`src/rtl/pipeline_pkg.sv`:
```
// Shared types for the pipeline stall/flush controller.
package pipeline_pkg;

  // Controller state
  typedef enum logic [1:0] {
    RUN    = 2'd0,
    STALL  = 2'd1,
    FREEZE = 2'd2
  } state_e;

  // Action chosen for the current cycle (freeze > flush > stall > advance)
  typedef enum logic [1:0] {
    ACT_ADV    = 2'd0,
    ACT_STALL  = 2'd1,
    ACT_FLUSH  = 2'd2,
    ACT_FREEZE = 2'd3
  } act_e;

  // Stage index constants into stage_valid {W,M,E,D}
  localparam int unsigned STG_D = 0;
  localparam int unsigned STG_E = 1;
  localparam int unsigned STG_M = 2;
  localparam int unsigned STG_W = 3;

  localparam int unsigned NUM_STG = 4;
  localparam int unsigned RUN_W   = 3;

  // Per-stage load enables and clears
  typedef struct packed {
    logic pc_en;
    logic ifid_en;
    logic ifid_clr;
    logic idex_en;
    logic idex_clr;
    logic exmem_en;
    logic exmem_clr;
    logic memwb_en;
  } stage_ctrl_t;

  // Enables/clears that hold the pipeline quiet while in reset
  localparam stage_ctrl_t CTRL_RESET = '{
    pc_en: 1'b0, ifid_en: 1'b0, ifid_clr: 1'b1, idex_en: 1'b0,
    idex_clr: 1'b1, exmem_en: 1'b0, exmem_clr: 1'b1, memwb_en: 1'b0
  };

  // Map an action to the stage register controls
  function automatic stage_ctrl_t ctrl_for(input act_e act);
    stage_ctrl_t c;
    c = '0;
    case (act)
      ACT_ADV: begin
        c.pc_en    = 1'b1;
        c.ifid_en  = 1'b1;
        c.idex_en  = 1'b1;
        c.exmem_en = 1'b1;
        c.memwb_en = 1'b1;
      end
      ACT_STALL: begin
        // EX/MEM takes a bubble; the clear dominates its enable
        c.exmem_en  = 1'b1;
        c.exmem_clr = 1'b1;
        c.memwb_en  = 1'b1;
      end
      ACT_FLUSH: begin
        c.pc_en    = 1'b1;
        c.ifid_en  = 1'b1;
        c.ifid_clr = 1'b1;
        c.idex_en  = 1'b1;
        c.idex_clr = 1'b1;
        c.exmem_en = 1'b1;
        c.memwb_en = 1'b1;
      end
      ACT_FREEZE: c = '0;
    endcase
    return c;
  endfunction

endpackage

```
`src/rtl/sat_counter.sv`:
```
// Saturating up-counter: increments on inc, sticks at all-ones.
module sat_counter #(
  parameter int unsigned W = 16
) (
  input  logic         clk,
  input  logic         rst_n,
  input  logic         inc,
  output logic [W-1:0] count
);

  // Count up, never wrap
  always_ff @(posedge clk or negedge rst_n) begin
    if (!rst_n) begin
      count <= '0;
    end else if (inc && (count != {W{1'b1}})) begin
      count <= count + W'(1);
    end
  end

endmodule

```
`src/rtl/pipeline_ctrl.sv`:
```
// Pipeline stall/flush/freeze controller for the 5-stage RV32I core.
// Control outputs are combinational; stage_valid and counters are registered.
// Optional macro PIPELINE_PERF_EN implements stall_cnt/flush_cnt; otherwise
// both are tied to zero.
module pipeline_ctrl
  import pipeline_pkg::*;
#(
  parameter int unsigned STALL_LIMIT = 1,
  parameter int unsigned CNT_W       = 16
) (
  input  logic             clk,
  input  logic             rst_n,
  input  logic             stall_req,
  input  logic             flush_req,
  input  logic             mem_busy,
  input  logic             fetch_valid,
  output logic             pc_en,
  output logic             ifid_en,
  output logic             ifid_clr,
  output logic             idex_en,
  output logic             idex_clr,
  output logic             exmem_en,
  output logic             exmem_clr,
  output logic             memwb_en,
  output logic [3:0]       stage_valid,
  output logic [CNT_W-1:0] stall_cnt,
  output logic [CNT_W-1:0] flush_cnt
);

  state_e            state;
  logic [RUN_W-1:0]  run_cnt;
  logic              flush_pending;
  act_e              act;
  stage_ctrl_t       ctrl;

  // Pick this cycle's action; a flush deferred by a freeze fires on exit
  always_comb begin
    act = ACT_ADV;
    if (mem_busy) begin
      act = ACT_FREEZE;
    end else if (flush_req || (flush_pending && (state == FREEZE))) begin
      act = ACT_FLUSH;
    end else if (stall_req && (run_cnt < RUN_W'(STALL_LIMIT))) begin
      act = ACT_STALL;
    end
  end

  // Stage controls; reset forces every enable low and every clear high
  always_comb begin
    ctrl = ctrl_for(act);
    if (!rst_n) begin
      ctrl = CTRL_RESET;
    end
  end

  assign pc_en     = ctrl.pc_en;
  assign ifid_en   = ctrl.ifid_en;
  assign ifid_clr  = ctrl.ifid_clr;
  assign idex_en   = ctrl.idex_en;
  assign idex_clr  = ctrl.idex_clr;
  assign exmem_en  = ctrl.exmem_en;
  assign exmem_clr = ctrl.exmem_clr;
  assign memwb_en  = ctrl.memwb_en;

  // State, stall run length, deferred flush and per-stage valid tracking
  always_ff @(posedge clk or negedge rst_n) begin
    if (!rst_n) begin
      state         <= RUN;
      run_cnt       <= '0;
      flush_pending <= 1'b0;
      stage_valid   <= '0;
    end else begin
      case (act)
        ACT_FREEZE: begin
          state <= FREEZE;
          if (flush_req) begin
            flush_pending <= 1'b1;
          end
        end
        ACT_FLUSH: begin
          state                <= RUN;
          run_cnt              <= '0;
          flush_pending        <= 1'b0;
          stage_valid[STG_W]   <= stage_valid[STG_M];
          stage_valid[STG_M]   <= stage_valid[STG_E];
          stage_valid[STG_E]   <= 1'b0;
          stage_valid[STG_D]   <= 1'b0;
        end
        ACT_STALL: begin
          state                <= STALL;
          run_cnt              <= run_cnt + RUN_W'(1);
          flush_pending        <= 1'b0;
          stage_valid[STG_W]   <= stage_valid[STG_M];
          stage_valid[STG_M]   <= 1'b0;
        end
        ACT_ADV: begin
          state                <= RUN;
          run_cnt              <= '0;
          flush_pending        <= 1'b0;
          stage_valid          <= {stage_valid[NUM_STG-2:0], fetch_valid};
        end
      endcase
    end
  end

`ifdef PIPELINE_PERF_EN
  logic stall_inc;
  logic flush_inc;

  assign stall_inc = (act == ACT_STALL);
  assign flush_inc = (act == ACT_FLUSH);

  // Cycles spent in load-use stall
  sat_counter #(.W(CNT_W)) u_stall_cnt (
    .clk   (clk),
    .rst_n (rst_n),
    .inc   (stall_inc),
    .count (stall_cnt)
  );

  // Flush events
  sat_counter #(.W(CNT_W)) u_flush_cnt (
    .clk   (clk),
    .rst_n (rst_n),
    .inc   (flush_inc),
    .count (flush_cnt)
  );
`else
  assign stall_cnt = '0;
  assign flush_cnt = '0;
`endif

endmodule
```
`config.mk`:
```
export PLATFORM = sky130hd
export DESIGN_NAME = pipeline_ctrl
export DESIGN_NICKNAME = d
export VERILOG_FILES = /design/src/rtl/pipeline_pkg.sv /design/src/rtl/sat_counter.sv /design/src/rtl/pipeline_ctrl.sv
export SDC_FILE = /design/constraint.sdc
export NUM_CORES = 1
export LEC_CHECK = 0
export CORE_MARGIN = 2
export CORE_UTILIZATION = 31
export DETAILED_ROUTE_END_ITERATION = 8
export PLACE_DENSITY = 0.79
export SLEW_MARGIN = 15
export SYNTH_ARGS = -nofsm -noshare
export SYNTH_HDL_FRONTEND = slang
export SYNTH_SLANG_ARGS = --single-unit
```
`constraint.sdc`:
```
create_clock -name clk -period 1.4 [get_ports clk]
set_input_delay 0.14 -clock clk [delete_from_list [all_inputs] [get_ports clk]]
set_output_delay 0.14 -clock clk [all_outputs]
set_load 0.02 [all_outputs]
```
Yosys cells after proc, flatten, opt, wreduce, memory -nomap -nowiden
Cells that the tools add are included.
{ "classes": {"add_sub_neg": 1, "mul": 0, "div": 0, "magnitude_cmp": 1, "eq_ne": 5, "n_shift": 0, "mux": 15, "n_bitwise": 0, "n_reduce_logical": 8} }
{ "ops": {"columns": ["op", "count"], "rows": [
  ["two-way mux 8 bit", 1],
  ["case mux 2 bit (2 select lines)", 2],
  ["equality test 2 bit, second input constant", 3],
  ["two-way mux 2 bit", 3],
  ["case mux 2 bit (3 select lines)", 1],
  ["case mux 3 bit (2 select lines)", 1],
  ["two-way mux 1 bit", 5],
  ["case mux 1 bit (2 select lines)", 2],
  ["nonzero test 2 bit", 2],
  ["adder 3 x 1 -> 3 bit, second input constant", 1],
  ["< comparator 3 x 1 -> 1 bit, second input constant", 1],
  ["OR reduction 3 bit", 1],
  ["equality test 2 x 1 -> 1 bit, second input constant", 1],
  ["logical AND 1 bit", 2],
  ["logical NOT 2 bit", 1],
  ["!= test 2 bit, second input constant", 1],
  ["OR reduction 2 bit", 1],
  ["logical OR 1 bit", 1]
]} }
{ "word_totals": {"ff_bits": 10, "latchBits": 0, "mem_bits_rw": 0, "romBits": 0, "inputBits": 6, "out_inout_bits": 44, "elab_cells": 35, "memories": 0} }

Depth between registers and ports, before layout
Gate-level depths: netlist of run 1.
{ "depth": {"depth_word": 9, "ltp_mapped": 4, "ltp_nobuf": 3} }

Least setup slack after synthesis of run 1
OpenSTA, ideal clock, no wires.
{ "synth_path": {"path_kind": "register -> output", "from": "reg state[0]", "to": "out ifid_clr", "arrival_ps": 1529, "t_required_ps": 1260, "slack_ps": -269, "stages_incl_launch_ff": 5, "path_buffers": 1, "path_cell_list": "dfrtp_1 nand3b_1 and2_1 o21ai_0 buf_4"} }
{ "synth_between": {"elab_chain_cells": 8} }
{ "synth_lines": {"columns": ["element", "line", "rtl"], "rows": [
  ["start: declaration", "pipeline_ctrl.sv:30", "state_e state;"],
  ["start signal: assignment", "pipeline_ctrl.sv:68", "state <= RUN;"],
  ["start signal: assignment", "pipeline_ctrl.sv:75", "state <= FREEZE;"],
  ["start signal: assignment", "pipeline_ctrl.sv:81", "state <= RUN;"],
  ["equality test 2 bit", "pipeline_ctrl.sv:41", "end else if (flush_req || (flush_pending && (state == FREEZE))) begin"],
  ["logical AND 1 bit", "pipeline_ctrl.sv:41", null],
  ["logical OR 1 bit", "pipeline_ctrl.sv:41", null],
  ["two-way mux 2 bit", "pipeline_ctrl.sv:41", null],
  ["two-way mux 2 bit", "pipeline_ctrl.sv:39", "if (mem_busy) begin"],
  ["equality test 2 bit", "pipeline_pkg.sv:50", "case (act)"],
  ["two-way mux 1 bit", "pipeline_pkg.sv:50", null],
  ["two-way mux 8 bit", "pipeline_ctrl.sv:51", "if (!rst_n) begin"],
  ["end: declaration", "pipeline_ctrl.sv:19", "output logic ifid_clr,"]
]} }
No other way between the ends.

Worst setup path in the final report of run 1
{ "layout_path": {"from": "reg run_cnt[0]", "to": "out pc_en"} }
{ "layout_between": {"elab_chain_cells": 9, "word_cells_on_any_way": 10, "classes_between": "1 x order compare; 1 x eq/ne; 5 x mux; 3 x reduce/logical"} }
{ "layout_lines": {"columns": ["element", "line", "rtl"], "rows": [
  ["start: declaration", "pipeline_ctrl.sv:31", "logic [RUN_W-1:0] run_cnt;"],
  ["start signal: assignment", "pipeline_ctrl.sv:91", "run_cnt <= run_cnt + RUN_W'(1);"],
  ["< comparator 3 x 1 -> 1 bit *", "pipeline_ctrl.sv:43", "end else if (stall_req && (run_cnt < RUN_W'(STALL_LIMIT))) begin"],
  ["logical AND 1 bit *", "pipeline_ctrl.sv:43", null],
  ["two-way mux 1 bit *", "pipeline_ctrl.sv:43", null],
  ["two-way mux 2 bit *", "pipeline_ctrl.sv:41", null],
  ["two-way mux 2 bit *", "pipeline_ctrl.sv:39", null],
  ["equality test 2 bit / logical NOT 2 bit (equally long branches)", "pipeline_pkg.sv:50", null],
  ["OR reduction 2 bit (no line) *", null, null],
  ["two-way mux 2 bit *", "pipeline_pkg.sv:50", null],
  ["two-way mux 8 bit *", "pipeline_ctrl.sv:51", null],
  ["end: declaration", "pipeline_ctrl.sv:17", "output logic pc_en,"]
]} }
Mark *: on every way between the ends. The rest lies on a longest branch, timed or not.

==> results.cfg, run 1 <==
[status]
outcome = complete, but fails checks
violations = setup timing

[worst_setup_path]
r2r-end = stage_valid[2]
cp-endpoint = pc_en
required_ns = 1.26
r2r-start = run_cnt[0]
reg2regPathDepth = 5
critPathKind = reg -> out
path_buf_inv = 1
crit_path_max_incr_delay_ns = 0.41
crit_arrival_ns = 1.42
crit_chain = nor4b_4, nand3_2, and2_4, buf_6
regToRegSetupSlack_ns = -0.05
worstSetupEndpointType = primary output
cp_slowest_cell = dfrtp_1
path_max_fanout = 3
cp-startpoint = run_cnt[0]
crit_family = simple AND/OR/NAND/NOR gates
start_kind = flop
path_depth = 4

[route]
wl_per_cell_um = 8.87
viasPerCell = 3.90
final_antenna_net_count = 0
drt_wl_total_um = 1200
drc = 0
vias = 526
firstDrtPassIters = 4
drtIter0Drc = 9

[floorplanning]
initial_utilization_pct = 32.8
die-width_um = 52.6
coreArea_sq_um = 2230
die_y_um = 52.6
rows = 17
dieArea_sq_um = 2770
io_pins = 50

[cts]
worstSkewPairLatency_ns = 0.27
cts.sinks = 10
cts-buffers-inserted = 3
ctsHoldBuffers = 0
root_buffer = clkbuf_4
clk_pin_slew_ns = 0.06
h-tree-depth = 1
tritoncts = built
cts.path.max_buffers = 2

[sta]
setup_viol = 7
fin_tns_setup_ns = -0.704
slew_viol_final = 0
hold_viol = 0
finClkSkew_ns = 0.000408
period_share_pct = 111
min_period_ns = 1.56
timing.final.ws_setup_ns = -0.158
fmax_ghz = 0.642
rsz0062_at_grt = yes

[synthesis]
synth_edf_count = 0
syn_area_per_cell_sq_um = 9.28
synth_cell_types = 20
netlist_area_sq_um = 733
synth-seq-area-share_pct = 34.1
synthCells = 79
synthArstFlopShare_pct = 100
synth_seq_cells = 10
synth_area_leaders = buf_4 (37%), dfrtp_1 (34%), o21ai_0 (3.4%)
yosysTopAreaCell = buf_4
yosysWarningCount = 0
netlist.area_leader.share_pct = 36.9
ys.flop_type = dfrtp_1

[final_layout]
final_cells = 135
drive_gt1_share_pct = 31.8
nNetsFinal = 115
antenna_cells = 0
syn_to_final_growth_pct = 27.1

[grt]
grt_max_degree = 13
overflow = 0
antenna_found_initial = 0
grt_pass1_vias = 436
grt_pass1_wl_um = 1930
grt_usage_pct = 10.1

[pwr]
vdd_ir_drop_max_uv = 439
p_leak_nw = 0.536
total_power_mw = 0.837
power-per-cell-area_nw_per_um2 = 898

[placed_design]
post-place-cells = 128
placement.io_buffers = 17
dp_hpwl_um = 980
pre_cts_slack_ns = -0.439
globalplace.congestion = 0.717

[worst_hold_path]
hold_class = in -> async

[job]
maxCapViolCount = 0
-- worst min path at each step --
stage	cells after the start	endpoint	slack, ns	start
6_report	2	run_cnt[1]	0.19	rst_n
5_1_grt	2	state[1]	0.20	rst_n
4_1_cts	2	stage_valid[0]	0.18	rst_n
3_5_place_dp	2	run_cnt[2]	0.47	rst_n
3_3_place_gp	2	run_cnt[2]	0.47	rst_n
2_1_floorplan	0	flush_pending	-0.16	rst_n
-- placed cells by master, fill, tap and decap left out --
master | synthesis | layout
nand3_2 | 1 | 1
o21ai_1 | 0 | 3
dlygate4sd2_1 | 0 | 2
o21ai_4 | 0 | 1
clkbuf_2 | 0 | 2
dfrtp_1 | 10 | 10
nor2b_2 | 0 | 1
mux2_2 | 1 | 1
clkdlybuf4s50_1 | 0 | 5
clkbuf_4 | 0 | 3
dlymetal6s2s_1 | 0 | 2
nand3b_1 | 1 | 1
and2_4 | 0 | 2
buf_6 | 0 | 5
nand2_1 | 4 | 4
a31o_2 | 1 | 1
nor4b_4 | 1 | 1
conb_1 | 1 | 32
ha_1 | 1 | 1
a31o_1 | 1 | 1
a32o_1 | 2 | 2
inv_1 | 2 | 2
buf_4 | 36 | 15
clkbuf_8 | 0 | 1
o21ai_0 | 5 | 1
nor2_1 | 5 | 5
nand4_1 | 1 | 1
and2_1 | 2 | 1
-- synthesized netlist by cell type (2+ instances only) --
master,count
nand2_1,4
buf_4,36
nor2_1,5
dfrtp_1,10
inv_1,2
and2_1,2
a32o_1,2
clkbuf_1,2
o21ai_0,5
-- sequential cells by signal (all words and copies together), names as in the netlist --
register	count
stage_valid	4
run_cnt	3
state	2
flush_pending	1
-- cell type report --
| class | count | area, sq um |
|---|---|---|
| clock buffers | 4 | 36.3 |
| fillers | 225 | 1300 |
| inverters | 2 | 7.51 |
| multi-input cells | 60 | 332 |
| flip-flops and latches | 10 | 250 |
| well taps | 28 | 35.0 |
| repair buffers | 31 | 272 |
-- worst reg2reg max path: stages (launching register included) --
cell and delay (ns):
dfrtp_1 0.41, nor4b_4 0.33, nand3_2 0.12, buf_4 0.15, buf_4 0.14, a31o_1 0.21
-- power by group --
part           switching, mW  leakage (nW)  internal, mW  total (mW)
Clock                  0.103        0.0210         0.158       0.261
Sequential           0.00983         0.134         0.304       0.314
Combinational          0.163         0.382        0.0994       0.262
-- layer usage --
layer | GRT usage (%) | routed length, um | up-vias | share of wire (%)
met5 | 0 | 0 | - | 0
met4 | 6.41 | 25 | 0 | 2.1
met3 | 5.14 | 116 | 4 | 9.7
met2 | 17.3 | 644 | 34 | 54
met1 | 9.44 | 412 | 244 | 34
li1 | - | - | 244 | -
-- kinds of logic (layout without fill, tap and decap cells) --
| logic type | Yosys count | after routing | share of synthesized area, % |
|---|---|---|---|
| other | 1 | 32 | 0.511 |
| buffers and inverters | 40 | 37 | 38.9 |
| AO/OA/AOI/OAI | 9 | 9 | 8.53 |
| AND/OR/NAND/NOR | 17 | 17 | 14.7 |
| adder cells (fa/ha/maj) | 1 | 1 | 1.71 |
| multiplexers | 1 | 1 | 1.54 |
| flip-flops | 10 | 10 | 34.1 |
-- per-stage QoR --
stage                     util [%]  instance area (sq um)  hold slack, ns
after floorplan                  -                    851          -0.156
after global placement        38.5                    861           0.468
after detailed placement      38.5                    861           0.474
after CTS                     40.2                    898           0.184
after global routing          41.7                    932           0.204
final                         41.7                    932           0.194
-- timing repair --
action,in CTS,in global routing
pin swaps,3,2
setup buffers,1,2
gates cloned,0,0
gates resized for setup,39,12
setup endpoints to repair,10,13
(Power assumes the default switching activity.)
==> run 2, diff against run 1 <==
- ABC_CLOCK_PERIOD_IN_PS: not set -> 1400
- CTS_CLUSTER_SIZE: not set -> 12
==> results of run 2 <==
No change in the layout: final DEF, timing and power equal those of run 1.
